<file path="config.mk">
export PLATFORM = sky130hd
export DESIGN_NAME = dreg_readout
export DESIGN_NICKNAME = d
export VERILOG_FILES = /design/src/rtl/dreg_pkg.sv /design/src/rtl/dreg_bank.sv /design/src/rtl/dreg_readout.sv
export SDC_FILE = /design/constraint.sdc
export NUM_CORES = 1
export LEC_CHECK = 0
export ABC_AREA = 1
export CAP_MARGIN = 40
export CORE_MARGIN = 2
export CORE_UTILIZATION = 38
export CTS_CLUSTER_DIAMETER = 120
export CTS_CLUSTER_SIZE = 20
export DETAILED_ROUTE_END_ITERATION = 7
export GPL_ROUTABILITY_DRIVEN = 0
export PLACE_DENSITY_LB_ADDON = 0.1
export SETUP_SLACK_MARGIN = 0.5
export SLEW_MARGIN = 20
export SYNTH_ARGS = -nofsm -noshare
export SYNTH_HDL_FRONTEND = slang
export SYNTH_SLANG_ARGS = --single-unit
</file>
<file path="constraint.sdc">
create_clock -name clock -period 0.86 [get_ports clock]
set_input_delay 0.172 -clock clock [delete_from_list [all_inputs] [get_ports clock]]
set_output_delay 0.172 -clock clock [all_outputs]
set_load 0.05 [all_outputs]
</file>
<file path="src/rtl/dreg_pkg.sv">
// Shared types and constants for the dreg_readout register bank and scan engine.
// Holds the FSM encoding and the address-width helper used by every file.
package dreg_pkg;

  typedef enum logic [1:0] {
    IDLE = 2'd0,
    SCAN = 2'd1,
    DONE = 2'd2
  } state_t;

  // ceil(log2(v)), but never below 1 so a two-entry bank still has an address bit.
  function automatic int clog2_min1(input int v);
    int r;
    r = 0;
    for (int i = 0; i < 31; i++) begin
      if ((1 << i) < v) begin
        r = i + 1;
      end
    end
    return (r < 1) ? 1 : r;
  endfunction

endpackage

</file>
<file path="src/rtl/dreg_bank.sv">
// M x N register array with one write port and two combinational read ports.
// Out-of-range addresses read as zero and are never written.
module dreg_bank
  import dreg_pkg::*;
#(
  parameter int N = 2,
  parameter int M = 2,
  localparam int AW = clog2_min1(M)
) (
  input  logic          i_clock,
  input  logic          i_reset,
  input  logic          i_wr_en,
  input  logic [AW-1:0] i_wr_addr,
  input  logic [N-1:0]  i_wr_data,
  input  logic [AW-1:0] i_rd_a_addr,
  output logic [N-1:0]  o_rd_a_data,
  input  logic [AW-1:0] i_rd_b_addr,
  output logic [N-1:0]  o_rd_b_data
);

  logic [N-1:0] r_mem [M];
  logic         w_wr_ok;
  logic         w_rd_a_ok;
  logic         w_rd_b_ok;

  assign w_wr_ok   = int'(i_wr_addr)   < M;
  assign w_rd_a_ok = int'(i_rd_a_addr) < M;
  assign w_rd_b_ok = int'(i_rd_b_addr) < M;

  always_ff @(posedge i_clock) begin
    if (i_reset) begin
      for (int i = 0; i < M; i++) begin
        r_mem[i] <= '0;
      end
    end else if (i_wr_en && w_wr_ok) begin
      r_mem[i_wr_addr] <= i_wr_data;
    end
  end

  // Reads see the pre-edge contents, so a same-cycle write returns the old value.
  always_comb begin
    o_rd_a_data = '0;
    o_rd_b_data = '0;
    if (w_rd_a_ok) begin
      o_rd_a_data = r_mem[i_rd_a_addr];
    end
    if (w_rd_b_ok) begin
      o_rd_b_data = r_mem[i_rd_b_addr];
    end
  end

endmodule

</file>
<file path="src/rtl/dreg_readout.sv">
// Register bank with a registered random-read port and a scan engine that
// streams every entry in address order over a valid/ready handshake.
module dreg_readout
  import dreg_pkg::*;
#(
  parameter int N = 2,
  parameter int M = 2,
  localparam int AW = clog2_min1(M)
) (
  input  logic          clock,
  input  logic          reset,
  input  logic          wr_en,
  input  logic [AW-1:0] wr_addr,
  input  logic [N-1:0]  wr_data,
  input  logic [AW-1:0] rd_addr,
  output logic [N-1:0]  rd_data,
  input  logic          start,
  output logic          out_valid,
  input  logic          out_ready,
  output logic [N-1:0]  out_data,
  output logic [AW-1:0] out_addr,
  output logic          out_last,
  output logic          busy,
  output logic          done,
  output state_t        dbg_state
);

  // Handshake: a beat transfers on a rising edge where out_valid && out_ready;
  // out_valid stays high with out_data/out_addr/out_last frozen until then.

  localparam logic [AW-1:0] LAST_ADDR = AW'(M - 1);

  state_t        r_state;
  state_t        w_next_state;
  logic          w_load;
  logic          w_advance;
  logic          w_finish;
  logic [AW-1:0] w_scan_addr;
  logic [N-1:0]  w_scan_data;
  logic [N-1:0]  w_rd_data;

  logic [N-1:0]  r_rd_data;
  logic          r_out_valid;
  logic [N-1:0]  r_out_data;
  logic [AW-1:0] r_out_addr;
  logic          r_out_last;

  // The scan port looks ahead at the entry the next beat will present.
  assign w_scan_addr = (r_state == IDLE) ? '0 : (r_out_addr + AW'(1));

  dreg_bank #(
    .N(N),
    .M(M)
  ) u_bank (
    .i_clock    (clock),
    .i_reset    (reset),
    .i_wr_en    (wr_en),
    .i_wr_addr  (wr_addr),
    .i_wr_data  (wr_data),
    .i_rd_a_addr(rd_addr),
    .o_rd_a_data(w_rd_data),
    .i_rd_b_addr(w_scan_addr),
    .o_rd_b_data(w_scan_data)
  );

  always_ff @(posedge clock) begin
    if (reset) begin
      r_state <= IDLE;
    end else begin
      r_state <= w_next_state;
    end
  end

  always_comb begin
    w_next_state = r_state;
    w_load       = 1'b0;
    w_advance    = 1'b0;
    w_finish     = 1'b0;
    unique case (r_state)
      IDLE: begin
        if (start) begin
          w_next_state = SCAN;
          w_load       = 1'b1;
        end
      end
      SCAN: begin
        if (r_out_valid && out_ready) begin
          if (r_out_addr == LAST_ADDR) begin
            w_next_state = DONE;
            w_finish     = 1'b1;
          end else begin
            w_advance = 1'b1;
          end
        end
      end
      DONE: begin
        w_next_state = IDLE;
      end
      default: begin
        w_next_state = IDLE;
      end
    endcase
  end

  always_ff @(posedge clock) begin
    if (reset) begin
      r_rd_data   <= '0;
      r_out_valid <= 1'b0;
      r_out_data  <= '0;
      r_out_addr  <= '0;
      r_out_last  <= 1'b0;
    end else begin
      r_rd_data <= w_rd_data;
      if (w_load) begin
        r_out_valid <= 1'b1;
        r_out_addr  <= '0;
        r_out_data  <= w_scan_data;
        r_out_last  <= 1'b0;
      end else if (w_advance) begin
        r_out_addr <= w_scan_addr;
        r_out_data <= w_scan_data;
        r_out_last <= (w_scan_addr == LAST_ADDR);
      end else if (w_finish) begin
        r_out_valid <= 1'b0;
        r_out_last  <= 1'b0;
      end
    end
  end

  assign rd_data   = r_rd_data;
  assign out_valid = r_out_valid;
  assign out_data  = r_out_data;
  assign out_addr  = r_out_addr;
  assign out_last  = r_out_last;
  assign busy      = (r_state != IDLE);
  assign done      = (r_state == DONE);
  assign dbg_state = r_state;

endmodule

</file>
==> results of run 1 <==
## synthesized netlist by cell type, drive strengths merged
master  count
nand3b      1
nand3       7
nand2      16
clkinv      1
o21ai       4
nor2       18
dfxtp       9
a21oi       4
inv        10
edfxtp      4
## stage by stage
stage,hold WS [ns],setup TNS [ns],std cells,setup WS (ns)
after floorplan,0.231,-0.627,74,-0.155
after global placement,0.500,-6.31,118,-0.453
after CTS,0.279,-2.71,130,-0.351
after detailed placement,0.510,-6.73,118,-0.516
## timing repair
item | CTS
pin swaps | 11
endpoints found under the setup margin | 28
resized for setup | 44
gates cloned | 0
setup buffers | 8
## cell families after synthesis
logic type	after synthesis	share of synthesized area (%)
AO/OA/AOI/OAI	8	7.03
buffers and inverters	11	7.25
flip-flops	13	52.7
AND/OR/NAND/NOR	42	33.0
==> results.yml, run 1 <==
synthesis:
  yosysWarnings: 0
  synth_top_area_cell: "dfxtp_1"
  syn_area_per_cell_um2: 7.69
  ys_ff_latch: 13
  synth.area.top_cells: "dfxtp_1, edfxtp_1, nor2_1"
  synthCells: 74
  synth_cell_types: 14
  ys_seq_area_share_pct: 52.7
  synth_top_area_share_pct: 31.6
  syn_nets: 83
  synth_area_um2: 569
status:
  failed_stage: "global routing"
  stop_error: "[ERROR DPL-0033] detailed placement checks failed during check placement."
  status: "stopped before the end"
floorplanning:
  die_w_um: 42.7
  row_count: 13
  start_util_pct: 42.2
  io_pins: 20
  fp.dieH_um: 42.7
cts:
  clock_sinks: 13
  cts_buffers: 3
  htreeDepth: 1
  cts_hold_buf: 0
  cts-root-buf: "clkbuf_4"
  clockBufferDepth: 2
placed_design:
  io_buffers: 19
  dp_hpwl_mm: 1.09
  postPlaceCellArea_mm2: 0.00107
grt:
  grt_max_degree: 8
  antenna_found_initial: 0
timing:
  postGrtWorstEndpoint: "done"
  worst-ep-kind: "primary output"
==> run 2: changes to the inputs <==
--- a/config.mk
+++ b/config.mk
@@ -7,14 +7,11 @@
 export LEC_CHECK = 0
 export ABC_AREA = 1
 export CAP_MARGIN = 40
-export CORE_MARGIN = 2
-export CORE_UTILIZATION = 38
-export CTS_CLUSTER_DIAMETER = 120
-export CTS_CLUSTER_SIZE = 20
+export CORE_AREA = 2 2 63 65
 export DETAILED_ROUTE_END_ITERATION = 7
+export DIE_AREA = 0 0 65 67
 export GPL_ROUTABILITY_DRIVEN = 0
-export PLACE_DENSITY_LB_ADDON = 0.1
-export SETUP_SLACK_MARGIN = 0.5
+export PLACE_DENSITY_LB_ADDON = 0.15
 export SLEW_MARGIN = 20
 export SYNTH_ARGS = -nofsm -noshare
 export SYNTH_HDL_FRONTEND = slang
==> constraint.sdc (replaced) <==
create_clock -name clock -period 1.1 [get_ports clock]
set_input_delay 0.22 -clock clock [delete_from_list [all_inputs] [get_ports clock]]
set_output_delay 0.22 -clock clock [all_outputs]
set_load 0.05 [all_outputs]
==> results.yml, run 2 <==
status:
  status: "complete, but fails checks"
  violations: "setup timing"
cts:
  cts_buffers: 3
  clk_latency_ns: 0.24
  clock_sinks: 13
  clockBufferDepth: 2
  cts-root-buf: "clkbuf_8"
  cts_tree: "done"
  clk_pin_slew_ns: 0.05
  cts_hold_buf: 0
  htreeDepth: 1
critical_path:
  worst-endpoint-arrival_ns: 0.97
  reg2reg_slack_ns: 0.02
  crit_required_ns: 0.88
  r2r_cells: 9
  setup.worst_path.end_class: "primary output"
  rr_endpoint: "out_data[1]"
  crit_type: "reg2out"
  cp_max_fo: 3
  crit_path_start_kind: "flip-flop"
  reg2reg_from: "dbg_state[1]"
power_and_ir_drop:
  intPower_mw: 0.949
  p_switching_mw: 0.374
  power_frac_clock_pct: 31.5
  p_sw_share_pct: 28.3
  irDropWorstVdd_uv: 325
  pwr-share-seq_pct: 42.4
  p_per_area_mw_per_mm2: 1180
  p_leak_nw: 0.475
  p_comb_share_pct: 26.1
timing:
  hold_ws_ns: 0.311
  maxSlewHeadroom_pct: 89.3
  rsz0062_at_grt: "yes"
  fmax_ghz: 0.841
  setup_viol: 2
  worst_pin_slew_ns: 0.160
  fin_skew_ns: 0.00207
  hold_viol: 0
  fin_ws_ns: -0.0892
  finalCritPeriodShare_pct: 108
  drv_slew: 0
  period_needed_ns: 1.19
synthesis:
  ys_seq_area_share_pct: 52.7
  synth_ff_type: "dfxtp_1"
  synth_edf_count: 4
  synth_top_area_cell: "dfxtp_1"
  yosys.cell_count.top_type: "nor2_1"
  synth_top_area_share_pct: 31.6
  synth.area.top_cells: "dfxtp_1, edfxtp_1, nor2_1"
  synthCells: 74
  ys_ff_latch: 13
  synth_cell_types: 14
  yosysWarnings: 0
  syn_area_per_cell_um2: 7.69
  synth_area_um2: 569
  synthArstFlopShare_pct: 0
  synthTopCellsByCount: "nor2_1, nand2_1, dfxtp_1"
  syn_nets: 83
placed_design:
  dp_slack_ns: -0.274
  io_buffers: 19
  dp_hpwl_mm: 1.06
  postPlaceCellArea_um2: 983
floorplanning:
  core-area_mm2: 0.00361
  fp.dieH_um: 67
  die_area_mm2: 0.00436
  die_w_um: 65
  start_util_pct: 15.8
  io_pins: 20
  row_count: 22
final_layout:
  regMostFlops: "u_bank.r_mem"
  area_growth_syn_to_layout_pct: 97.6
  fill_cells: 378
  fin_area_mm2: 0.00112
  final_common_cell: "nor2_1"
  layout.nets: 115
  drive_gt1_share_pct: 43.8
  num_antenna_cells: 0
  largest_reg_flops: 4
  final_cell_mix: "nor2_1, buf_12, nand2_1, clkdlybuf4s50_1"
route:
  ant_nets: 0
  wl_per_cell_um: 8.88
  firstDrtPassIters: 3
  vias: 559
  routed_wl_mm: 1.36
  route.detailed.drc: 0
  viasPerCell: 3.65
  drtIter0Drc: 7
grt:
  grt-ovfl-total: 0
  grt_max_degree: 8
  grt_first_pass_wirelength_mm: 2.12
  grt_pass1_vias: 571
  grtUsageTotal_pct: 6.59
  antenna_found_initial: 0
hold_path:
  hp-class: "in2reg"
  min_from: "reset"
  hold_path_depth: 3
  whs_endpoint: "dbg_state[0]"
run:
  drv_cap: 0
[run 2: cell counts after synthesis]
No cell type changed its count.
[run 2: final cells by class]
type / count / area (um2) / area share, %
Inverter: 11 / 47.5 / 4.23
Sequential cell: 13 / 310 / 27.6
Tap cell: 48 / 60.1 / 5.34
Timing Repair Buffer: 27 / 378 / 33.6
Clock buffer: 4 / 45.0 / 4.00
Multi-Input combinational cell: 50 / 284 / 25.3
[run 2: power groups by stage]
stage	clock network (mW)	registers (mW)	logic, mW
4_1_cts	0.435	0.560	0.331
5_1_grt	0.459	0.565	0.371
2_1_floorplan	0	0.627	0.101
6_report	0.417	0.561	0.345
3_5_place_dp	0	0.570	0.325
3_3_place_gp	0	0.571	0.325
[run 2: cells by family after synthesis]
logic type / synth area share (%)
compound gates: 7.03
buf+inv: 7.25
flops: 52.7
simple gates: 33.0
[run 2: worst max path at each step]
stage	start	endpoint	slack, ns
3_3_place_gp	reset	u_bank.r_mem[0][0]	-0.26
2_1_floorplan	dbg_state[0]	out_data[0]	0.02
4_1_cts	dbg_state[1]	done	-0.12
5_1_grt	dbg_state[1]	done	-0.12
6_report	dbg_state[1]	done	-0.09
3_5_place_dp	reset	u_bank.r_mem[0][1]	-0.27
[run 2: critical path: stages, from the launching register on]
cell	delay [ns]
dfxtp_4	0.36
inv_6	0.04
buf_6	0.10
nor2_4	0.09
buf_12	0.14
[run 2: through the flow]
stage	power, mW	setup TNS, ns	instances	utilization [%]
after floorplan	0.728	0	74	-
after global placement	0.896	-3.29	144	27.3
after detailed placement	0.895	-3.39	144	27.3
after CTS	1.33	-0.274	153	29.8
after global routing	1.40	-0.279	153	31.2
final	1.32	-0.161	153	31.2
[run 2: timing repair]
action / 4_1_cts / 5_1_grt
endpoints found under the setup margin: 6 / 10
setup buffers: 5 / 0
gates cloned: 0 / 0
pin swaps: 1 / 7
resized for setup: 4 / 13
[run 2: per-layer routing]
layer  track usage [%]  vias up  wire [um]
li1                  -      295          -
met1              5.64      252        535
met2              12.9       10        736
met3              2.36        2         73
met4              3.99        0         14
met5                 0        -          0
Power figures use the tool's default switching activity.
